[src/rtl/atm_transaction.sv]
// Session/transaction controller downstream of card handling: PIN lockout, inquiry/deposit/
// withdraw execution, idle timeout and card ejection, with a registered balance write-back.
module atm_transaction #(
  parameter int balance_width  = 20,
  parameter int max_withdraw   = 5000,
  parameter int max_attempts   = 3,
  parameter int timeout_cycles = 1000
) (
  input  logic                     clk,
  input  logic                     rst,
  input  logic                     card_in,
  input  logic                     wrong_psw,
  input  logic [balance_width-1:0] balance,
  input  logic                     op_valid,
  input  logic [1:0]               op_code,
  input  logic [balance_width-1:0] amount,
  output logic                     op_ready,
  output logic                     op_done,
  output logic [balance_width-1:0] updated_balance,
  output logic [1:0]               err_code,
  output logic                     auth_fail,
  output logic                     eject,
  output logic                     card_retained
);

  localparam int att_w = $clog2(max_attempts + 1);
  localparam int tmo_w = $clog2(timeout_cycles + 1);

  localparam logic [balance_width-1:0] max_wd   = balance_width'(max_withdraw);
  localparam logic [att_w-1:0]         att_last = att_w'(max_attempts - 1);
  localparam logic [tmo_w-1:0]         tmo_last = tmo_w'(timeout_cycles - 1);

  localparam logic [1:0] op_inquiry  = 2'b00;
  localparam logic [1:0] op_deposit  = 2'b01;
  localparam logic [1:0] op_withdraw = 2'b10;
  localparam logic [1:0] op_end      = 2'b11;

  localparam logic [1:0] err_ok        = 2'b00;
  localparam logic [1:0] err_funds     = 2'b01;
  localparam logic [1:0] err_limit     = 2'b10;
  localparam logic [1:0] err_overflow  = 2'b11;

  typedef enum logic [2:0] {
    s_idle,
    s_auth,
    s_ready,
    s_exec,
    s_done,
    s_eject,
    s_retain
  } state_t;

  state_t                   state;
  logic [att_w-1:0]         attempts;
  logic [tmo_w-1:0]         idle_cnt;
  logic [1:0]               cap_op;
  logic [balance_width-1:0] cap_amount;
  logic [balance_width-1:0] cap_balance;
  logic [balance_width-1:0] result;
  logic [1:0]               result_err;

  logic [balance_width:0]   dep_sum;
  logic [balance_width-1:0] exec_result;
  logic [1:0]               exec_err;

  // Arithmetic on the captured operands; a rejected operation leaves the balance untouched.
  always_comb begin
    // NOTE: every always_comb output gets a default first so no path can infer a latch.
    exec_result = cap_balance;
    exec_err    = err_ok;
    dep_sum     = {1'b0, cap_balance} + {1'b0, cap_amount};
    case (cap_op)
      op_inquiry: ;
      op_deposit: begin
        if (dep_sum[balance_width]) exec_err = err_overflow;
        else                        exec_result = dep_sum[balance_width-1:0];
      end
      op_withdraw: begin
        if (cap_amount > max_wd)           exec_err = err_limit;
        else if (cap_amount > cap_balance) exec_err = err_funds;
        else                               exec_result = cap_balance - cap_amount;
      end
      default: ;
    endcase
  end

  // NOTE: all state and outputs use non-blocking assignments so every register samples
  // pre-edge values regardless of statement order.
  always_ff @(posedge clk or posedge rst) begin
    if (rst) begin
      state           <= s_idle;
      attempts        <= '0;
      idle_cnt        <= '0;
      cap_op          <= op_inquiry;
      cap_amount      <= '0;
      cap_balance     <= '0;
      result          <= '0;
      result_err      <= err_ok;
      op_ready        <= 1'b0;
      op_done         <= 1'b0;
      updated_balance <= '0;
      err_code        <= err_ok;
      auth_fail       <= 1'b0;
      eject           <= 1'b0;
      card_retained   <= 1'b0;
    end else begin
      op_done         <= 1'b0;
      auth_fail       <= 1'b0;
      updated_balance <= balance;

      case (state)
        s_idle: begin
          attempts      <= '0;
          idle_cnt      <= '0;
          op_ready      <= 1'b0;
          eject         <= 1'b0;
          card_retained <= 1'b0;
          if (card_in) state <= s_auth;
        end

        s_auth: begin
          if (!card_in) begin
            state <= s_idle;
          end else if (!wrong_psw) begin
            state    <= s_ready;
            attempts <= '0;
            idle_cnt <= '0;
            op_ready <= 1'b1;
          end else begin
            auth_fail <= 1'b1;
            attempts  <= attempts + att_w'(1);
            if (attempts == att_last) begin
              state         <= s_retain;
              card_retained <= 1'b1;
            end
          end
        end

        s_ready: begin
          if (!card_in) begin
            state    <= s_idle;
            op_ready <= 1'b0;
          end else if (op_valid && op_ready) begin
            op_ready <= 1'b0;
            idle_cnt <= '0;
            err_code <= err_ok;
            if (op_code == op_end) begin
              state <= s_eject;
              eject <= 1'b1;
            end else begin
              state       <= s_exec;
              cap_op      <= op_code;
              cap_amount  <= amount;
              cap_balance <= balance;
            end
          end else if (idle_cnt == tmo_last) begin
            state    <= s_eject;
            eject    <= 1'b1;
            op_ready <= 1'b0;
          end else begin
            idle_cnt <= idle_cnt + tmo_w'(1);
          end
        end

        s_exec: begin
          result     <= exec_result;
          result_err <= exec_err;
          state      <= s_done;
        end

        // The commit happens even if the card left during the operation.
        s_done: begin
          op_done         <= 1'b1;
          updated_balance <= result;
          err_code        <= result_err;
          if (card_in) begin
            state    <= s_ready;
            op_ready <= 1'b1;
            idle_cnt <= '0;
          end else begin
            state <= s_idle;
          end
        end

        s_eject: begin
          if (!card_in) begin
            state <= s_idle;
            eject <= 1'b0;
          end
        end

        s_retain: begin
          if (!card_in) begin
            state         <= s_idle;
            card_retained <= 1'b0;
          end
        end

        default: state <= s_idle;
      endcase
    end
  end

endmodule

[config.mk]
export PLATFORM = sky130hd
export DESIGN_NAME = atm_transaction
export DESIGN_NICKNAME = d
export VERILOG_FILES = /design/src/rtl/atm_transaction.sv
export SDC_FILE = /design/constraint.sdc
export NUM_CORES = 1
export LEC_CHECK = 0
export CAP_MARGIN = 20
export CELL_PAD_IN_SITES_DETAIL_PLACEMENT = 1
export CELL_PAD_IN_SITES_GLOBAL_PLACEMENT = 2
export CORE_ASPECT_RATIO = 0.8
export CORE_UTILIZATION = 25
export CTS_CLUSTER_SIZE = 25
export DETAILED_ROUTE_END_ITERATION = 10
export DONT_BUFFER_PORTS = 1
export MAX_ROUTING_LAYER = met4
export PLACE_DENSITY_LB_ADDON = 0.1
export SLEW_MARGIN = 0
export SYNTH_ARGS = -nofsm -noshare
export SYNTH_HDL_FRONTEND = slang
export SYNTH_SLANG_ARGS = --single-unit
[constraint.sdc]
create_clock -name clk -period 2.9 [get_ports clk]
set_clock_uncertainty 0.1 [all_clocks]
set_input_delay 0.29 -clock clk [delete_from_list [all_inputs] [get_ports clk]]
set_output_delay 0.29 -clock clk [all_outputs]
set_load 0.01 [all_outputs]
# Yosys cells after proc, flatten, opt, wreduce, memory -nomap -nowiden

Index checks and enable logic that the tools add are counted.

Register bits after elaboration: 106
Input bits: 47
Output and inout port bits: 27
Word-level logic and storage cells: 119

Add/subtract/negate cells: 4
Order comparisons: 2
Equal/unequal tests: 27
Mux-type cells: 54
Bitwise logic cells: 1
Reduce and logical (&&, ||, !) cells: 16

Operators with widths:

| cell                                                  | count |
|---|---|
| two-way mux 20 bit                                    | 4 |
| two-way mux 10 bit                                    | 6 |
| case mux 10 bit (4 select lines)                      | 1 |
| case mux 20 bit (2 select lines)                      | 1 |
| two-way mux 3 bit                                     | 9 |
| != test 2 bit (second input constant)                 | 11 |
| adder 20 x 20 -> 21 bit                               | 1 |
| > comparator 20 x 13 -> 1 bit (second input constant) | 1 |
| > comparator 20 bit                                   | 1 |
| subtractor 20 bit                                     | 1 |
| two-way mux 1 bit                                     | 19 |
| case mux 3 bit (6 select lines)                       | 1 |
| AND reduction 5 bit                                   | 3 |
| two-way mux 2 bit                                     | 7 |
| case mux 2 bit (2 select lines)                       | 3 |
| adder 10 x 1 -> 10 bit (second input constant)        | 1 |
| equality test 10 bit (second input constant)          | 1 |
| equality test 3 bit (second input constant)           | 3 |
| != test 3 bit (second input constant)                 | 3 |
| != test 4 bit (second input constant)                 | 2 |
| AND reduction 4 bit                                   | 2 |
| equality test 2 bit (second input constant)           | 3 |
| equality test 3 x 2 -> 1 bit (second input constant)  | 2 |
| case mux 1 bit (3 select lines)                       | 2 |
| 14 further kinds                                      | 16 |

# Longest topological paths before layout

Gate-level depths: netlist of the first run.

Depth after elaboration: 5
Depth in mapped cells: 12
Mapped depth without buffers: 11

# Worst setup path before layout of the first run

No wires, ideal clock.

Path kind: register to register
Start point: reg cap_amount[0]
End point: reg result[15]
Library setup time: 132 ps
Data arrival time: 2677 ps
Required time: 2668 ps
Setup slack: -9 ps
Cell stages (with the launch flop): 12
Buffers on the path: 1
Clock period less this slack: 2909 ps
Path through: dfrtp_1 > ha_1 > fa_1 > nor2b_1 > o21bai_1 > a2111o_1 > nand3_2 > nand2_1 > a2111o_1 > buf_6 > a221oi_2 > o22ai_1

Longest elaborated chain between the ends: 4
Elaborated cells on any way between the ends: 8
Classes of those cells: 2 x add/sub; 2 x order compare; 4 x mux

Ends and longest elaborated chain:

| item                                                            | RTL line | text |
|---|---|---|
| from (decl)                                                     | 57       | `logic [balance_width-1:0] cap_amount;` |
| from (signal assigned)                                          | 153      | `cap_amount <= amount;` |
| subtractor 20 bit / > comparator 20 bit (equally long branches) | 81, 80   |  |
| two-way mux 20 bit                                              | 80       | `else if (cap_amount > cap_balance) exec_err = err_funds;` |
| two-way mux 20 bit                                              | 79       | `if (cap_amount > max_wd) exec_err = err_limit;` |
| case mux 20 bit (2 select lines) (*)                            | 72       | `case (cap_op)` |
| to (signal assigned)                                            | 166      | `result <= exec_result;` |
| to (decl)                                                       | 59       | `logic [balance_width-1:0] result;` |

Mark *: on every way between the ends. The rest lies on a longest branch, timed or not.
A chain may end at the register's enable or synchronous reset.

# Final worst setup path of the first run

Start point: reg cap_balance[0]
End point: reg result[3]

Longest elaborated chain between the ends: 4
Elaborated cells on any way between the ends: 7
Classes of those cells: 2 x add/sub; 1 x order compare; 4 x mux

Ends and longest elaborated chain:

| item                                                            | RTL line | text |
|---|---|---|
| from (decl)                                                     | 58       | `logic [balance_width-1:0] cap_balance;` |
| from (signal assigned)                                          | 154      | `cap_balance <= balance;` |
| subtractor 20 bit / > comparator 20 bit (equally long branches) | 81, 80   |  |
| two-way mux 20 bit                                              | 80       |  |
| two-way mux 20 bit                                              | 79       |  |
| case mux 20 bit (2 select lines) (*)                            | 72       |  |

Marked as above.

==> results.tsv, run 1 <==
stage	metric	value	unit
status	status	complete, but fails checks	
status	failed_checks	setup timing	
grt	grt_use_met3	3.52	%
cells_and_area	final_core_util	34.1	%
critical_path	reg2reg_from	cap_balance[0]	
job	cap_violations	0	
timing	tightest_slew	0.640	ns
logic_synthesis	synth_cell_types	65	
timing	timing.final.ws_setup	-0.0257	ns
routing	wl	22.5	mm
critical_path	worstSetupEndpointType	register	
logic_synthesis	seq_area_frac_synth	39.2	%
cells_and_area	nets	947	
critical_path	rrSetupSlack	-0.03	ns
floorplan	die-height	149	um
place	port_buffers	0	
critical_path	cp_cell_sequence	buf_4 -> ha_2 -> fa_2 -> nor2b_4 -> o21ai_4 -> a31oi_4 -> o21ai_2 -> a21boi_2 -> a2111o_2 -> buf_6 -> a21oi_2 -> o22ai_1	
cells_and_area	num_antenna_cells	0	
cells_and_area	layout_commonest_cell	buf_4	
timing	min_period	2.93	ns
power	fin_total_pwr	8.55	mW
critical_path	worst_path_max_delay_cell	a2111o_2	
critical_path	start_kind	register	
critical_path	r2r_cells	12	
cts	cts_buffers	9	
routing	drtAntennaViolNets	0	
critical_path	worstPathArrival	3.08	ns
grt	grt_max_degree	107	
routing	wire_per_inst	18.5	um
timing	slew_headroom	57.3	%
worst_hold_path	hp-class	in2reg	
cts	cts_root_buf	clkbuf_16	
cts	clk_pin_slew	0.08	ns
critical_path	endpoint	result[3]	
grt	use_met1	23.2	%
place	hpwl	16.5	mm
logic_synthesis	ys.flop_type	dfrtp_1	
critical_path	crit_type	reg2reg	
logic_synthesis	synth_area_per_cell	9.56	um^2
timing	period_share	101	%
floorplan	die_x	186	um
cells_and_area	final_cells	1216	
cts	cts_max_level	3	
timing	hold_viol_final	0	
cells_and_area	seqCellArea	2650	um^2
logic_synthesis	synth_cells	707	
routing	first_pass_iters	5	
cells_and_area	drive_above_1_share	30.8	%
critical_path	worstPathRequired	3.05	ns
power	leakage	4.06	nW
critical_path	r2r-end	result[3]	
cells_and_area	multi_input_area	3960	um^2
grt	grt.busiest_layer	met2	
place	place.gp.congestion	0.866	
cts	cts_num_sinks	106	
cells_and_area	synthToLayoutAreaGrowth	33.0	%
grt	antenna_found_initial	0	
logic_synthesis	async_flop_share	100	%
critical_path	critPathMaxFanout	7	
floorplan	initial_core_util	25.6	%
timing	maxSlewViolCount	0	
routing	drc	0	
grt	grt_pass1_vias	6263	
grt	grt_use_met2	27.8	%
timing	fmax	0.342	GHz
routing	vias_per_cell	4.80	
cells_and_area	nFillCells	3064	
cts	cts_tree	done	
power	irDropWorstVdd	0.344	mV
floorplan	coreArea	26400	um^2
floorplan	std_cell_rows	53	
logic_synthesis	synth_area	6760	um^2
critical_path	crit_start	cap_balance[0]	
cts	worstSkewPairLatency	0.37	ns
logic_synthesis	synth-seq-cells	106	
grt	grt_pass1_wl	35.9	mm
logic_synthesis	syn_nets	800	
place	post-place-ws	-0.331	ns
logic_synthesis	synth_edf_count	0	
routing	drt_iter0_markers	226	
logic_synthesis	synth_warnings	0	
grt	grt_overflow_total	0	
grt	grt_usage	17.6	%
place	place_inst	1145	
routing	vias	5842	
timing	setup_violations	7	
critical_path	critPathMaxStageDelay	0.47	ns
timing	rsz0062_at_grt	true	
cts	cts_buffer_depth	2	
cells_and_area	layout_common_cells	121 x buf_4, 105 x dfrtp_1, 62 x mux2_2	
power	powerDensity	950	nW/um^2
floorplan	die_area	27700	um^2
floorplan	ioPinCount	74	
## Yosys cell counts, types with 4 or more instances
library cell | instances | area share [%]
dfrtp_1 | 106 | 39
o21bai_1 | 6 | 0.67
xor2_1 | 7 | 0.91
buf_2 | 9 | 0.67
mux2_2 | 62 | 10
o31ai_1 | 4 | 0.44
nand4_1 | 8 | 0.74
a22oi_1 | 10 | 1.1
o21ai_0 | 26 | 1.9
ha_1 | 44 | 8.1
nand2b_1 | 6 | 0.56
a21oi_1 | 50 | 3.7
or3_1 | 7 | 0.65
or2_2 | 4 | 0.37
nor3_1 | 18 | 1.3
nor2b_1 | 17 | 1.6
and3_1 | 5 | 0.46
a31oi_1 | 6 | 0.56
a211oi_1 | 5 | 0.56
nand3_1 | 16 | 1.2
a21o_1 | 11 | 1.2
nor2_1 | 63 | 3.5
o32ai_1 | 5 | 0.65
o22ai_1 | 8 | 0.74
inv_1 | 48 | 2.7
clkbuf_1 | 22 | 1.2
o21a_1 | 5 | 0.56
xnor2_1 | 21 | 2.7
nand2_1 | 36 | 2.0
o211ai_1 | 9 | 1.0
## per-stage QoR
step                setup TNS [ns]  cell area (um^2)  hold slack (ns)
global placement             -2.16              7970            0.283
CTS                          -2.46              8810          0.00673
finish                     -0.0820              8990           0.0315
floorplan                        0              6770            0.341
detailed placement           -5.64              7970            0.300
global route                 -2.35              8990           0.0251
## sequential cells by signal, indices dropped and copies added, names as in the netlist, 3 cells and up
register,flops
state,3
cap_balance,20
idle_cnt,10
updated_balance,20
cap_amount,20
result,20
## cell families after synthesis
family          share of synthesized area (%)
buf+inv                                  5.11
simple gates                             14.3
xor+xnor                                 3.63
compound gates                           18.4
mux                                      10.6
fa+ha+maj                                8.74
flops                                    39.2
## critical path, delay by kind of cell (launching register included)
kind                     cells  cell delay [ns]
AND/OR/NAND/NOR              1             0.15
adder cells (fa/ha/maj)      2             0.59
AO/OA/AOI/OAI                7             1.24
flip-flops                   1             0.38
buffers and inverters        2             0.33
## how the worst min path moves through the flow
stage          startpoint            endpoint  cells after the start
3_5_place_dp          rst       cap_amount[7]                      2
3_3_place_gp          rst  updated_balance[7]                      2
2_1_floorplan  balance[0]  updated_balance[0]                      1
4_1_cts           card_in           auth_fail                      1
6_report          card_in           auth_fail                      1
5_1_grt           card_in           auth_fail                      1
## timing repair
item                       CTS  global route
pin swaps                   31            14
hold endpoints to repair   170             0
hold buffers                44             0
setup endpoints to repair   20            20
gates resized for setup     23            32
buffers inserted             6             5
## report_power, final
part,internal (mW),switching [mW],leakage (nW)
registers,1.87,0.350,1.39
clock network,0.590,0.627,0.136
logic,2.47,2.63,2.53
total,4.93,3.61,4.06
## layout make-up
| class | count | area share [%] |
|---|---|---|
| repair buffers | 173 | 16.3 |
| inverters | 48 | 2.05 |
| multi-input cells | 516 | 44.1 |
| clock buffers | 9 | 2.50 |
| clock inverters | 7 | 0.584 |
| well taps | 357 | 4.97 |
| flip-flops and latches | 106 | 29.5 |
## metal layers
metal | part of all wire [%] | vias up
met5 | 0 | -
met4 | 0.90 | 0
met3 | 3.5 | 13
met2 | 47 | 74
met1 | 49 | 2944
li1 | - | 2811
No activity file was read; power rests on OpenSTA's default activity.
==> run 2: changes to the inputs <==
==> constraint.sdc (replaced) <==
create_clock -name clk -period 3.6 [get_ports clk]
set_clock_uncertainty 0.1 [all_clocks]
set_input_delay 0.36 -clock clk [delete_from_list [all_inputs] [get_ports clk]]
set_output_delay 0.36 -clock clk [all_outputs]
set_load 0.01 [all_outputs]
==> run 2 against run 1 <==
Against the previous run: the flow now finishes without violations; die area unchanged; combinational power down 40%; first-iteration DRC count shrank 4.4%; core utilization shrank 5.6 points; critical endpoint is now result[1].
==> results.tsv, run 2 (same netlist as run 1, synthesis figures left out) <==
stage	metric	value	unit	change
floorplan	die-height	149	um	unchanged
floorplan	die_x	186	um	unchanged
place	placed_cell_area	7210	um^2	-9.5%
routing	wl	20.5	mm	-8.7%
critical_path	r2r-end	result[1]		
timing	hold_viol_final	0		unchanged
routing	first_pass_iters	4		-1
cells_and_area	final_core_util	28.5	%	-5.6 points
floorplan	die_area	27700	um^2	unchanged
cts	clk_pin_slew	0.08	ns	about the same
floorplan	initial_core_util	25.6	%	unchanged
cells_and_area	synthToLayoutAreaGrowth	11.2	%	
critical_path	critPathMaxFanout	6		-1
critical_path	worstSetupEndpointType	register		
worst_hold_path	worstHoldPathCells	1		unchanged
critical_path	start_kind	register		
floorplan	coreArea	26400	um^2	unchanged
cts	cts_max_level	3		unchanged
critical_path	crit_buf_inv	2		unchanged
critical_path	r2r_cells	12		unchanged
critical_path	worstPathArrival	3.48	ns	+0.40 ns
cells_and_area	design_area	7520	um^2	-16%
timing	tightest_slew	0.815	ns	+0.175 ns
floorplan	std_cell_rows	53		unchanged
grt	antenna_found_initial	1		+1
cts	cts_buffers	9		unchanged
cts	postCtsSetupRepairBufs	0		-6
power	leakage	3.32	nW	-18%
critical_path	reg2reg_from	cap_balance[0]		
timing	fmax	0.302	GHz	-12%
cts	cts_buffer_depth	2		unchanged
timing	setup_violations	0		-7
cells_and_area	nets	797		-16%
timing	period_share	92.1	%	-8.8 points
cells_and_area	layout_commonest_cell	dfrtp_1		
grt	grt_overflow_total	0		unchanged
cts	cts_tree	done		
critical_path	cp_cell_sequence	inv_1 -> ha_1 -> fa_1 -> nor2b_1 -> o21bai_1 -> a2111o_1 -> nand3_2 -> nand2_1 -> a2111o_1 -> buf_4 -> a221oi_2 -> nor2_1		
power	irDropWorstVdd	0.275	mV	-20%
grt	grt_usage	16.4	%	-1.2 points
cts	cts_num_sinks	106		unchanged
job	cap_violations	0		unchanged
timing	rsz0062_at_grt	false		
floorplan	ioPinCount	74		unchanged
critical_path	crit_type	reg2reg		
critical_path	critPathMaxStageDelay	0.49	ns	+0.02 ns
cts	cts_root_buf	clkbuf_16		
critical_path	worstPathRequired	3.76	ns	+0.71 ns
routing	vias	5265		-9.9%
timing	min_period	3.32	ns	+0.391 ns
critical_path	worst_path_max_delay_cell	a2111o_1		
place	port_buffers	0		unchanged
cts	worstSkewPairLatency	0.37	ns	about the same
grt	grt_pass1_wl	33.5	mm	-6.6%
cells_and_area	layout_common_cells	106 x dfrtp_1, 63 x nor2_1, 62 x mux2_2		
timing	maxSlewViolCount	0		unchanged
status	status	finished clean		
routing	drt_iter0_markers	216		-4.4%
timing	setup_tns	0	ns	+0.0820 ns
critical_path	rrSetupSlack	0.28	ns	+0.31 ns
critical_path	path_common_cell	a2111o_1		
critical_path	crit_family	compound AO/OA/AOI/OAI gates		
routing	drtAntennaViolNets	0		unchanged
cells_and_area	drive_above_1_share	16.1	%	-15 points
place	hpwl	15.4	mm	-7.1%
worst_hold_path	hold_end	updated_balance[6]		
place	place.gp.congestion	0.793		-8.5%
routing	wire_per_inst	19.3	um	+4.1%
routing	vias_per_cell	4.93		+2.7%
timing	slew_headroom	45.7	%	-12 points
worst_hold_path	min_from	balance[6]		
grt	grt_max_degree	61		-43%
grt	grt_pass1_vias	5743		-8.3%
worst_hold_path	hp-class	in2reg		
power	powerDensity	784	nW/um^2	-17%
routing	drc	0		unchanged
run 2: layout make-up:
| cell class | instances | area (um^2) |
|---|---|---|
| clock inverters | 6 | 52.6 |
| flip-flops and latches | 106 | 2650 |
| well taps | 357 | 447 |
| diodes | 1 | 2.50 |
| inverters | 48 | 183 |
| fillers | 3077 | 18900 |
| repair buffers | 23 | 190 |
| clock buffers | 10 | 229 |
| multi-input cells | 516 | 3760 |
run 2: metrics by stage:
stage / setup slack (ns) / std cells / hold slack [ns] / power (mW)
finish: 0.284 / 1067 / 0.0269 / 5.90
global route: 0.0670 / 1067 / 0.0113 / 6.43
CTS: 0.297 / 1066 / 0.0153 / 6.01
detailed placement: 0.307 / 1048 / 0.351 / 4.97
global placement: 0.382 / 1048 / 0.342 / 4.93
floorplan: 0.351 / 707 / 0.344 / 4.06
run 2: how the worst max path moves through the flow:
| stage | from | endpoint | slack, ns | cells after the start |
|---|---|---|---|---|
| floorplan | rst | attempts[0] | 0.35 | 1 |
| global placement | cap_amount[13] | result[1] | 0.38 | 11 |
| detailed placement | cap_balance[0] | result[1] | 0.31 | 12 |
| CTS | cap_balance[0] | result[1] | 0.30 | 12 |
| global route | cap_balance[0] | result[1] | 0.07 | 12 |
| finish | cap_balance[0] | result[1] | 0.28 | 12 |
run 2: power by group:
group / leakage [nW] / switching [mW] / internal, mW / total [mW]
registers: 1.39 / 0.336 / 1.51 / 1.84
clock network: 0.131 / 0.505 / 0.479 / 0.984
logic: 1.80 / 1.78 / 1.29 / 3.07
run 2: what timing repair did:
| item | 4_1_cts | 5_1_grt |
|---|---|---|
| hold buffers | 2 | 0 |
| gates resized for setup | 0 | 0 |
| endpoints found under the hold margin | 60 | 0 |
run 2: routing by layer:
layer | part of all wire, % | GRT usage [%] | routed length, um | up-vias
met4 | 1.1 | 3.89 | 221 | 0
met3 | 3.7 | 3.30 | 752 | 13
li1 | - | - | - | 2532
met2 | 45 | 24.7 | 9280 | 66
met5 | 0 | - | 0 | -
met1 | 50 | 22.4 | 10300 | 2654
==> run 3: changes to the inputs <==
--- a/config.mk
+++ b/config.mk
@@ -8,7 +8,6 @@
 export CAP_MARGIN = 20
 export CELL_PAD_IN_SITES_DETAIL_PLACEMENT = 1
 export CELL_PAD_IN_SITES_GLOBAL_PLACEMENT = 2
-export CORE_ASPECT_RATIO = 0.8
 export CORE_UTILIZATION = 25
 export CTS_CLUSTER_SIZE = 25
 export DETAILED_ROUTE_END_ITERATION = 10
==> run 3 against run 2 <==
Against the previous run: the flow now finishes with violations (DRC); sequential cell count is the same; combinational power about the same; cell count shrank 1.7%; first-iteration DRC count up 1.4%; register-to-register slack worse by 0.03 ns; via count increased by 0.53%; power grew 1.1%; critical path depth is 1 lower; worst setup slack worse by 0.026 ns; clock-buffer cell count is 1 higher.
==> results.tsv, run 3 (same netlist as run 1, synthesis figures left out) <==
stage	metric	value	unit	change
job	cap_violations	0		unchanged
routing	first_pass_iters	7		+3
cts	ctsHoldBuffers	2		unchanged
timing	maxSlewViolCount	0		unchanged
floorplan	ioPinCount	74		unchanged
grt	grt_pass1_wl	34.2	mm	+2.1%
power	irDropWorstVdd	0.251	mV	-8.7%
floorplan	coreArea	26300	um^2	-0.43%
place	hpwl	15.2	mm	-0.92%
grt	grt_overflow_total	0		unchanged
cells_and_area	final_core_util	28.7	%	+0.20 points
worst_hold_path	worstHoldPathCells	1		unchanged
grt	antenna_found_initial	1		unchanged
cells_and_area	layout_commonest_cell	dfrtp_1		
critical_path	r2r-end	result[15]		
worst_hold_path	hp-class	in2reg		
floorplan	die_x	166	um	-10%
routing	wire_per_inst	19.7	um	+2.5%
timing	setup_violations	0		unchanged
cts	worstSkewPairLatency	0.36	ns	about the same
grt	grt_pass1_vias	5885		+2.5%
critical_path	reg2reg_from	cap_amount[0]		
cts	cts_num_sinks	106		unchanged
cells_and_area	seqCellArea	2650	um^2	unchanged
floorplan	die-height	166	um	+12%
critical_path	worstSetupEndpointType	register		
timing	tightest_slew	0.730	ns	-0.0850 ns
timing	rsz0062_at_grt	false		
critical_path	crit_type	reg2reg		
routing	drtAntennaViolNets	0		unchanged
critical_path	start_kind	register		
critical_path	critPathMaxFanout	18		+12
cells_and_area	layout_common_cells	106 x dfrtp_1, 63 x nor2_1, 62 x mux2_2		
power	powerDensity	791	nW/um^2	+0.85%
timing	min_period	3.34	ns	+0.0263 ns
cells_and_area	multi_input_area	3760	um^2	unchanged
cells_and_area	nFillCells	3024		-1.7%
place	post-place-ws	0.282	ns	-0.0253 ns
worst_hold_path	hold_end	cap_amount[3]		
cts	cts_buffers	9		unchanged
cells_and_area	nets	801		+0.50%
cts	cts_buffer_depth	2		unchanged
cts	cts_tree	done		
floorplan	initial_core_util	25.7	%	+0.11 points
cts	cts_root_buf	clkbuf_16		
routing	drt_iter0_markers	219		+1.4%
power	leakage	3.35	nW	+0.92%
status	failed_checks	DRC		
critical_path	rrSetupSlack	0.26	ns	-0.03 ns
cts	clk_pin_slew	0.08	ns	about the same
routing	drc	3		+3
critical_path	r2r_cells	11		-1
floorplan	die_area	27700	um^2	about the same
cells_and_area	synthToLayoutAreaGrowth	11.5	%	
grt	grt_max_degree	55		-9.8%
routing	vias	5293		+0.53%
timing	timing.final.ws_setup	0.257	ns	-0.0263 ns
routing	wl	20.7	mm	+0.73%
status	status	complete, but fails checks		
timing	whs	0.0403	ns	+0.0134 ns
floorplan	std_cell_rows	59		+11%
timing	setup_tns	0	ns	unchanged
critical_path	worstPathRequired	3.73	ns	-0.03 ns
place	place.gp.congestion	0.816		+2.9%
timing	slew_headroom	51.3	%	+5.7 points
critical_path	worstPathArrival	3.48	ns	about the same
place	port_buffers	0		unchanged
routing	vias_per_cell	5.05		+2.3%
timing	period_share	92.9	%	+0.73 points
cts	postCtsSetupRepairBufs	0		unchanged
cts	cts_max_level	3		unchanged
cts	cts.repair.resized	0		unchanged
cells_and_area	drive_above_1_share	16.5	%	+0.47 points
grt	grt_usage	16.2	%	-0.21 points
worst_hold_path	min_from	amount[3]		
timing	fmax	0.299	GHz	-0.79%
timing	hold_viol_final	0		unchanged
==> run 3: cell type report <==
class	count	share of cell area, %
clock buffer	11	3.22
inverter	48	2.42
multi-input combinational	516	49.9
timing repair buffer	27	3.09
tap	335	5.56
antenna	1	0.0332
clock inverter	5	0.581
sequential	106	35.2
==> run 3: power breakdown <==
part	total [mW]	switching, mW	internal, mW
sequential	1.86	0.351	1.51
combinational	3.09	1.78	1.31
clock	1.01	0.509	0.501
==> run 3: worst max-delay path by stage <==
stage                             start           to  slack, ns  cells after the start
after floorplan                     rst  attempts[0]       0.35                      1
after global placement    cap_amount[0]   result[15]       0.41                     11
after detailed placement  cap_amount[0]   result[15]       0.28                     11
after CTS                 cap_amount[0]   result[15]       0.23                     11
after global routing      cap_amount[0]   result[15]       0.08                     11
final                     cap_amount[0]   result[15]       0.26                     11
==> run 3: critical path: stages, from the launching register on <==
cell      delay [ns]
dfrtp_1         0.42
ha_1            0.24
fa_1            0.42
nor2b_1         0.17
o21ai_0         0.28
a31oi_1         0.17
o21ai_1         0.22
a21boi_1        0.14
a2111o_1        0.46
buf_12          0.19
a221oi_2        0.27
o22ai_1         0.12
==> run 3: through the flow <==
| step | cell area [um^2] | total power, mW | cells |
|---|---|---|---|
| 6_report | 7540 | 5.96 | 1049 |
| 3_3_place_gp | 7230 | 4.98 | 1030 |
| 2_1_floorplan | 6760 | 4.06 | 707 |
| 5_1_grt | 7540 | 6.49 | 1049 |
| 3_5_place_dp | 7230 | 5.01 | 1030 |
| 4_1_cts | 7530 | 6.07 | 1048 |
==> run 3: metal layers <==
| metal | wire (um) | global-route usage [%] | up-vias |
|---|---|---|---|
| met5 | 0 | - | - |
| met3 | 837 | 3.71 | 20 |
| li1 | - | - | 2523 |
| met1 | 9650 | 20.2 | 2673 |
| met4 | 383 | 4.39 | 0 |
| met2 | 9830 | 26.2 | 77 |
